## src/rtl/text_char_fetch.sv

```systemverilog
// text_char_fetch: text-mode fetch stage ahead of the pixel shifter.
// Tracks the beam in character cells and reads the char code from the
// text buffer, then forms the glyph address for the char ROM.
// Ports:
//   vga_clk       pixel clock (rising edge)
//   reset_n       synchronous active-low reset
//   de_in         raw display enable from the sync generator
//   frame_start   one-cycle pulse in vertical blank
//   text_addr     text buffer read address (registered)
//   text_data     char code, valid one cycle after text_addr
//   char_rom_addr {char_code, glyph_row} to the char ROM (registered)
//   de_out        de_in delayed 4 cycles, gated by blanking
module text_char_fetch #(
    parameter int COLS    = 80,
    parameter int ROWS    = 30,
    parameter int GLYPH_H = 16,
    parameter int TADDR_W = 12
) (
    input  logic               vga_clk,
    input  logic               reset_n,
    input  logic               de_in,
    input  logic               frame_start,
    output logic [TADDR_W-1:0] text_addr,
    input  logic [7:0]         text_data,
    output logic [11:0]        char_rom_addr,
    output logic               de_out
);

    localparam int PX_W   = 12;
    localparam int COL_W  = PX_W - 3;
    localparam int CROW_W = 8;

    localparam logic [COL_W-1:0]   COLS_C  = COL_W'(COLS);
    localparam logic [CROW_W-1:0]  ROWS_C  = CROW_W'(ROWS);
    localparam logic [CROW_W-1:0]  RLAST_C = CROW_W'(ROWS - 1);
    localparam logic [TADDR_W-1:0] COLS_T  = TADDR_W'(COLS);
    localparam logic [3:0]         GLAST_C = 4'(GLYPH_H - 1);

    logic [PX_W-1:0]    px_q, px_d;
    logic [3:0]         glyph_q, glyph_d;
    logic [CROW_W-1:0]  crow_q, crow_d;
    logic [TADDR_W-1:0] base_q, base_d;
    logic [TADDR_W-1:0] ta_q, ta_d;
    logic [11:0]        cra_q, cra_d;
    logic               de_prev_q;
    logic               v1_q, v2_q;
    logic [3:0]         g1_q, g2_q;
    logic [3:0]         de_sr_q, de_sr_d;

    logic [COL_W-1:0]   col;
    logic               blank;
    logic               fire;
    logic               fall;

    always_comb begin
        col   = px_q[PX_W-1:3];
        blank = (col >= COLS_C) || (crow_q >= ROWS_C);
        fire  = de_in & ~blank;
        fall  = de_prev_q & ~de_in;

        // px saturates so an absurdly long line cannot wrap into view
        px_d = '0;
        if (de_in) begin
            px_d = px_q;
            if (px_q != '1) begin
                px_d = px_q + 1'b1;
            end
        end

        glyph_d = glyph_q;
        crow_d  = crow_q;
        base_d  = base_q;
        if (frame_start) begin
            glyph_d = '0;
            crow_d  = '0;
            base_d  = '0;
        end else if (fall) begin
            if (glyph_q == GLAST_C) begin
                glyph_d = '0;
                if (crow_q != '1) begin
                    crow_d = crow_q + 1'b1;
                end
                // base stops at the last visible row
                if (crow_q < RLAST_C) begin
                    base_d = base_q + COLS_T;
                end
            end else begin
                glyph_d = glyph_q + 1'b1;
            end
        end

        ta_d = ta_q;
        if (fire) begin
            ta_d = base_q + TADDR_W'(col);
        end

        // only cells that were actually fetched update the ROM address
        cra_d = cra_q;
        if (v2_q) begin
            cra_d = {text_data, g2_q};
        end

        de_sr_d = {de_sr_q[2:0], fire};
    end

    always_ff @(posedge vga_clk) begin
        if (!reset_n) begin
            px_q      <= '0;
            glyph_q   <= '0;
            crow_q    <= '0;
            base_q    <= '0;
            ta_q      <= '0;
            cra_q     <= '0;
            de_prev_q <= 1'b0;
            v1_q      <= 1'b0;
            v2_q      <= 1'b0;
            g1_q      <= '0;
            g2_q      <= '0;
            de_sr_q   <= '0;
        end else begin
            px_q      <= px_d;
            glyph_q   <= glyph_d;
            crow_q    <= crow_d;
            base_q    <= base_d;
            ta_q      <= ta_d;
            cra_q     <= cra_d;
            de_prev_q <= de_in;
            v1_q      <= fire;
            v2_q      <= v1_q;
            g1_q      <= glyph_q;
            g2_q      <= g1_q;
            de_sr_q   <= de_sr_d;
        end
    end

    assign text_addr     = ta_q;
    assign char_rom_addr = cra_q;
    assign de_out        = de_sr_q[3];

endmodule

```

## config.mk

```make
export PLATFORM = sky130hd
export DESIGN_NAME = text_char_fetch
export DESIGN_NICKNAME = d
export VERILOG_FILES = /design/src/rtl/text_char_fetch.sv
export SDC_FILE = /design/constraint.sdc
export NUM_CORES = 1
export LEC_CHECK = 0
export CAP_MARGIN = 20
export CORE_MARGIN = 2
export CORE_UTILIZATION = 29
export DETAILED_ROUTE_END_ITERATION = 8
export SLEW_MARGIN = 20
export SYNTH_ARGS = -nofsm -noshare
export SYNTH_HDL_FRONTEND = slang
export SYNTH_SLANG_ARGS = --single-unit
```

## constraint.sdc

```tcl
create_clock -name vga_clk -period 2.5 [get_ports vga_clk]
set_clock_uncertainty 0.05 [all_clocks]
set_input_delay 0.375 -clock vga_clk [delete_from_list [all_inputs] [get_ports vga_clk]]
set_output_delay 0.375 -clock vga_clk [all_outputs]
set_load 0.05 [all_outputs]
```

# After elaboration in Yosys (flattened, before gate mapping)
# Index checks and enable logic that the tools add are counted.
[totals]
regBits = 75
in_bits = 12
word_cells = 34
[classes]
addsub = 5
order_cmp = 3
eq_ne = 3
n_mux = 1
n_bitwise = 5
n_reduce_logical = 5
[ops]
columns = ["operator", "n"]
rows = [
  ["$add A12 B1 Y12 const B", 1],
  ["$add A12 B7 Y12 const B", 1],
  ["$add A12 B9 Y12", 1],
  ["$ne A12 B12 Y1 const B", 1],
  ["$ge A9 B7 Y1 const B", 1],
  ["$add A8 B1 Y8 const B", 1],
  ["$ge A8 B5 Y1 const B", 1],
  ["$lt A8 B5 Y1 const B", 1],
  ["$ne A8 B8 Y1 const B", 1],
  ["$reduce_and A3 Y1", 2],
  ["$add A4 B1 Y4 const B", 1],
  ["$eq A4 B4 Y1 const B", 1],
  ["$mux W4", 1],
  ["$not A1 Y1", 3],
  ["$and A1 B1 Y1", 2],
  ["$reduce_and A2 Y1", 1],
  ["$reduce_or A2 Y1", 1],
  ["$logic_or A1 B1 Y1", 1],
]

# Depth between registers and ports, before layout
[depth]
ltp_word = 4
mapped_depth = 8
ltp_nobuf = 6

# Least setup slack after synthesis
# Ideal clock, no wire load.
[synth_path]
kind = "register to register"
from = "register crow_q[0]"
to = "register crow_q[7]"
arrival_ns = 1.674
t_required_ns = 2.380
setup_slack_ns = 0.706
path_stages_with_launch = 6
period_less_slack_ns = 1.794
path_cell_list = "dfxtp_1 > ha_1 > and4_1 > or4_4 > or4_1 > a21oi_1"
[synth_via]
elab_chain_cells = 2
[synth_rtl]
columns = ["element", "line", "rtl"]
rows = [
  ["start, declared", "41", "logic [CROW_W-1:0] crow_q, crow_d;"],
  ["start signal, assigned", "123", "crow_q <= crow_d;"],
  ["parallel branches: the longest is 2 deep, another holds $add A8 B1 Y8", "n/a", ""],
]
# Several ways; the timed one is not identified.
# A chain may end at the register's enable or synchronous reset.

# Worst setup path in the final report
[layout_path]
from = "register glyph_q[0]"
to = "register base_q[6]"
[layout_via]
elab_chain_cells = 2
[layout_rtl]
columns = ["element", "line", "rtl"]
rows = [
  ["start, declared", "40", "logic [3:0] glyph_q, glyph_d;"],
  ["start signal, assigned", "122", "glyph_q <= glyph_d;"],
  ["$eq A4 B4 Y1", "78", "if (glyph_q == GLAST_C) begin"],
  ["$reduce_and A3 Y1 (no line)", "n/a", ""],
  ["end signal, assigned", "124", "base_q <= base_d;"],
  ["end, declared", "42", "logic [TADDR_W-1:0] base_q, base_d;"],
]
# No other way between the ends.

==> metrics.cfg <==
[run_status]
status=completed

[drt]
vias_per_cell=4.67
wire_per_inst_um=11.7
wl_met3_um=257
num_vias=2367
wl_met1_um=2810
ant_nets=0
drtIter0Drc=157
wl_um=5940
drc=0
wl_met2_um=2810
top_layer=met4
drt_pre_antenna_iters=4

[worst_setup_path]
rrSetupSlack_ns=0.48
end_kind=flip-flop
crit_arrival_ns=2.24
crit_buf_inv=1
cp.depth=6
path_max_fanout=9
crit_family=simple AND/OR/NAND/NOR gates
r2r-end=base_q[6]$_SDFFE_PP0P_
crit_chain=ha_1 > and2_2 > nand4_1 > buf_4 > or3_1 > a21oi_1
crit_path_top_delay_cell=dfxtp_1
cp-start-kind=flip-flop
critical_path_class=flip-flop to flip-flop
reg2regPathDepth=6
crit_required_ns=2.72
regToRegStartpoint=glyph_q[0]$_SDFFE_PP0N_
max_stage_delay_ns=0.44

[placed_design]
gp_congestion=0.801
place_area_um2=3530
dp_cells=491
portBuffers=36
hpwl_um=4280

[final_layout]
syn_to_final_growth_pct=23.6
final_cells=507
register_area_um2=1380
drive_gt1_frac=0.0782
finish.instance_area_um2=3750
fillers=1028
nNetsFinal=390
antennaDiodeCount=0
final_util=0.366
multiInputGateArea_um2=1550

[global_routing]
grt_pass1_vias=2252
track_usage=0.114
overflow=0
grt_pass1_wl_um=10300
grt_max_degree=21
antenna_found_initial=0

[hold_path]
hold_start=g1_q[1]$_SDFF_PN0_
min_path_cells=1
hold_path_class=flip-flop to flip-flop
min_to=g2_q[1]$_SDFF_PN0_

[logic_synthesis]
yosysSeqAreaShare=0.456
syn_nets=353
ys_seq_elements=69
syn_area_per_cell_um2=9.21
netlist_area_um2=3030
ys_types=51
ys_warn_count=0
synth-async-reset-ratio=0
syn_inst=329
synth_edf_count=0
ys.flop_type=dfxtp_1

[clock_network]
clock_latency_ns=0.34
cts_tree=yes
cts_setup_buffers=0
clkTransAtPathRegs_ns=0.08
cts_sinks=69
hold_buffers=0
clockBufferDepth=2
ctsResizeCount=0
cts_buffers=9
clockRootBuffer=clkbuf_8
h-tree-depth=3

[sta]
rsz0062_at_grt=false
setup-violations-final=0
slew_violations=0
fmax_mhz=496
fin_crit_sh=0.807
timing.hold.ws_ns=0.385
fin_crit_ns=2.02
final-hold-violation-count=0
max_slew_margin=0.513
worstMarginPinSlew_ns=0.730
tns_ns=0

[power_and_ir_drop]
p_leak_nw=1.33
ir_worst_vdd_mv=0.256
power_density_nw_per_um2=593

[floorplanning]
die_x_um=106
core_um2=10200
dieArea_um2=11300
die_h_um=106
start_util=0.296
num_rows=37
pin_count=37

[run]
max_cap_viol_count=0

[through the flow]
| stage | setup WS [ns] | total power [mW] |
|---|---|---|
| floorplan | 0.706 | 1.21 |
| global route | 0.356 | 2.33 |
| CTS | 0.465 | 2.26 |
| detailed placement | 0.233 | 1.26 |
| global placement | 0.285 | 1.25 |
| finish | 0.483 | 2.22 |
[routing by layer]
| layer | up-vias | GRT usage |
|---|---|---|
| li1 | 1234 | - |
| met5 | - | 0 |
| met3 | 4 | 0.0374 |
| met2 | 45 | 0.189 |
| met4 | 0 | 0.0479 |
| met1 | 1084 | 0.135 |
[power breakdown]
part	total [mW]	switching, mW	leakage [nW]	internal [mW]
logic	0.109	0.0614	0.658	0.0471
clock network	0.994	0.428	0.110	0.566
registers	1.12	0.0102	0.558	1.11
[final cells by class]
| cell class | count | area share |
|---|---|---|
| Timing Repair Buffer | 40 | 0.104 |
| Sequential cell | 69 | 0.368 |
| Tap cell | 136 | 0.0454 |
| Clock inverter | 7 | 0.0264 |
| Inverter | 10 | 0.0100 |
| Clock buffer | 9 | 0.0330 |
| Multi-Input combinational cell | 236 | 0.413 |
[layout by cell type (no fill, tap or decap), types with 2 or more instances in the layout]
cell	netlist	final
mux2i_1	23	23
a21oi_1	20	20
and3_1	3	3
o21ai_0	16	16
nand3b_1	2	2
or4_1	3	3
clkbuf_8	1	9
clkinv_4	0	2
a211oi_1	4	4
o22ai_1	2	2
nand3_1	9	9
o2111ai_1	2	2
and4_1	2	2
dfxtp_1	69	69
nor2b_1	2	2
or2_2	2	2
nor2_1	41	41
a21o_1	2	2
clkdlybuf4s50_1	0	36
nor3b_1	2	2
inv_1	10	10
nand2b_1	3	3
a31oi_1	3	3
or3_1	9	9
and2_1	11	11
nor3_1	6	6
xor2_1	5	5
nand4b_1	2	2
xnor2_1	9	9
ha_1	11	11
nand2_1	17	17
o31ai_1	4	4
bufinv_16	0	2
buf_4	0	4
nand4_1	4	4
[sequential cells by signal, indices dropped and copies added, names as in the netlist]
| register | count |
|---|---|
| base_q | 8 |
| de_sr_q | 4 |
| de_prev_q | 1 |
| glyph_q | 4 |
| px_q | 12 |
| char_rom_addr | 12 |
| g2_q | 4 |
| text_addr | 12 |
| crow_q | 8 |
| g1_q | 4 |
[Yosys cell counts (2+ instances only)]
master     instances  area [µm²]
a211oi_1           4        30.0
a21o_1             2        15.0
a21oi_1           20         100
a31oi_1            3        18.8
and2_1            11        68.8
and3_1             3        18.8
and4_1             2        17.5
buf_2              3        15.0
clkbuf_1           9        33.8
dfxtp_1           69        1380
ha_1              11         138
inv_1             10        37.5
mux2i_1           23         230
nand2_1           17        63.8
nand2b_1           3        18.8
nand3_1            9        45.0
nand3b_1           2        15.0
nand4_1            4        25.0
nand4b_1           2        17.5
nor2_1            41         154
nor2b_1            2        12.5
nor3_1             6        30.0
nor3b_1            2        15.0
o2111ai_1          2        17.5
o21ai_0           16        80.1
o22ai_1            2        12.5
o31ai_1            4        30.0
or2_2              2        12.5
or3_1              9        56.3
or4_1              3        22.5
xnor2_1            9        78.8
xor2_1             5        43.8
[worst max-delay path by stage]
stage	slack, ns	end	startpoint
after floorplan	0.71	crow_q[7]$_SDFFE_PP0P_	crow_q[0]$_SDFFE_PP0P_
after global placement	0.29	base_q[6]$_SDFFE_PP0P_	de_in
after detailed placement	0.23	base_q[6]$_SDFFE_PP0P_	de_in
after CTS	0.46	base_q[6]$_SDFFE_PP0P_	glyph_q[0]$_SDFFE_PP0N_
after global routing	0.36	base_q[6]$_SDFFE_PP0P_	glyph_q[0]$_SDFFE_PP0N_
final	0.48	base_q[6]$_SDFFE_PP0P_	glyph_q[0]$_SDFFE_PP0N_
[logic make-up after synthesis]
kind of cell	after synthesis	share of synthesized area
XOR/XNOR	14	0.0404
multiplexers	23	0.0759
AO/OA/AOI/OAI	60	0.120
buffers and inverters	24	0.0343
AND/OR/NAND/NOR	127	0.222
adder cells (fa/ha/maj)	12	0.0520
flip-flops	69	0.456
Power figures use the tool's default switching activity.
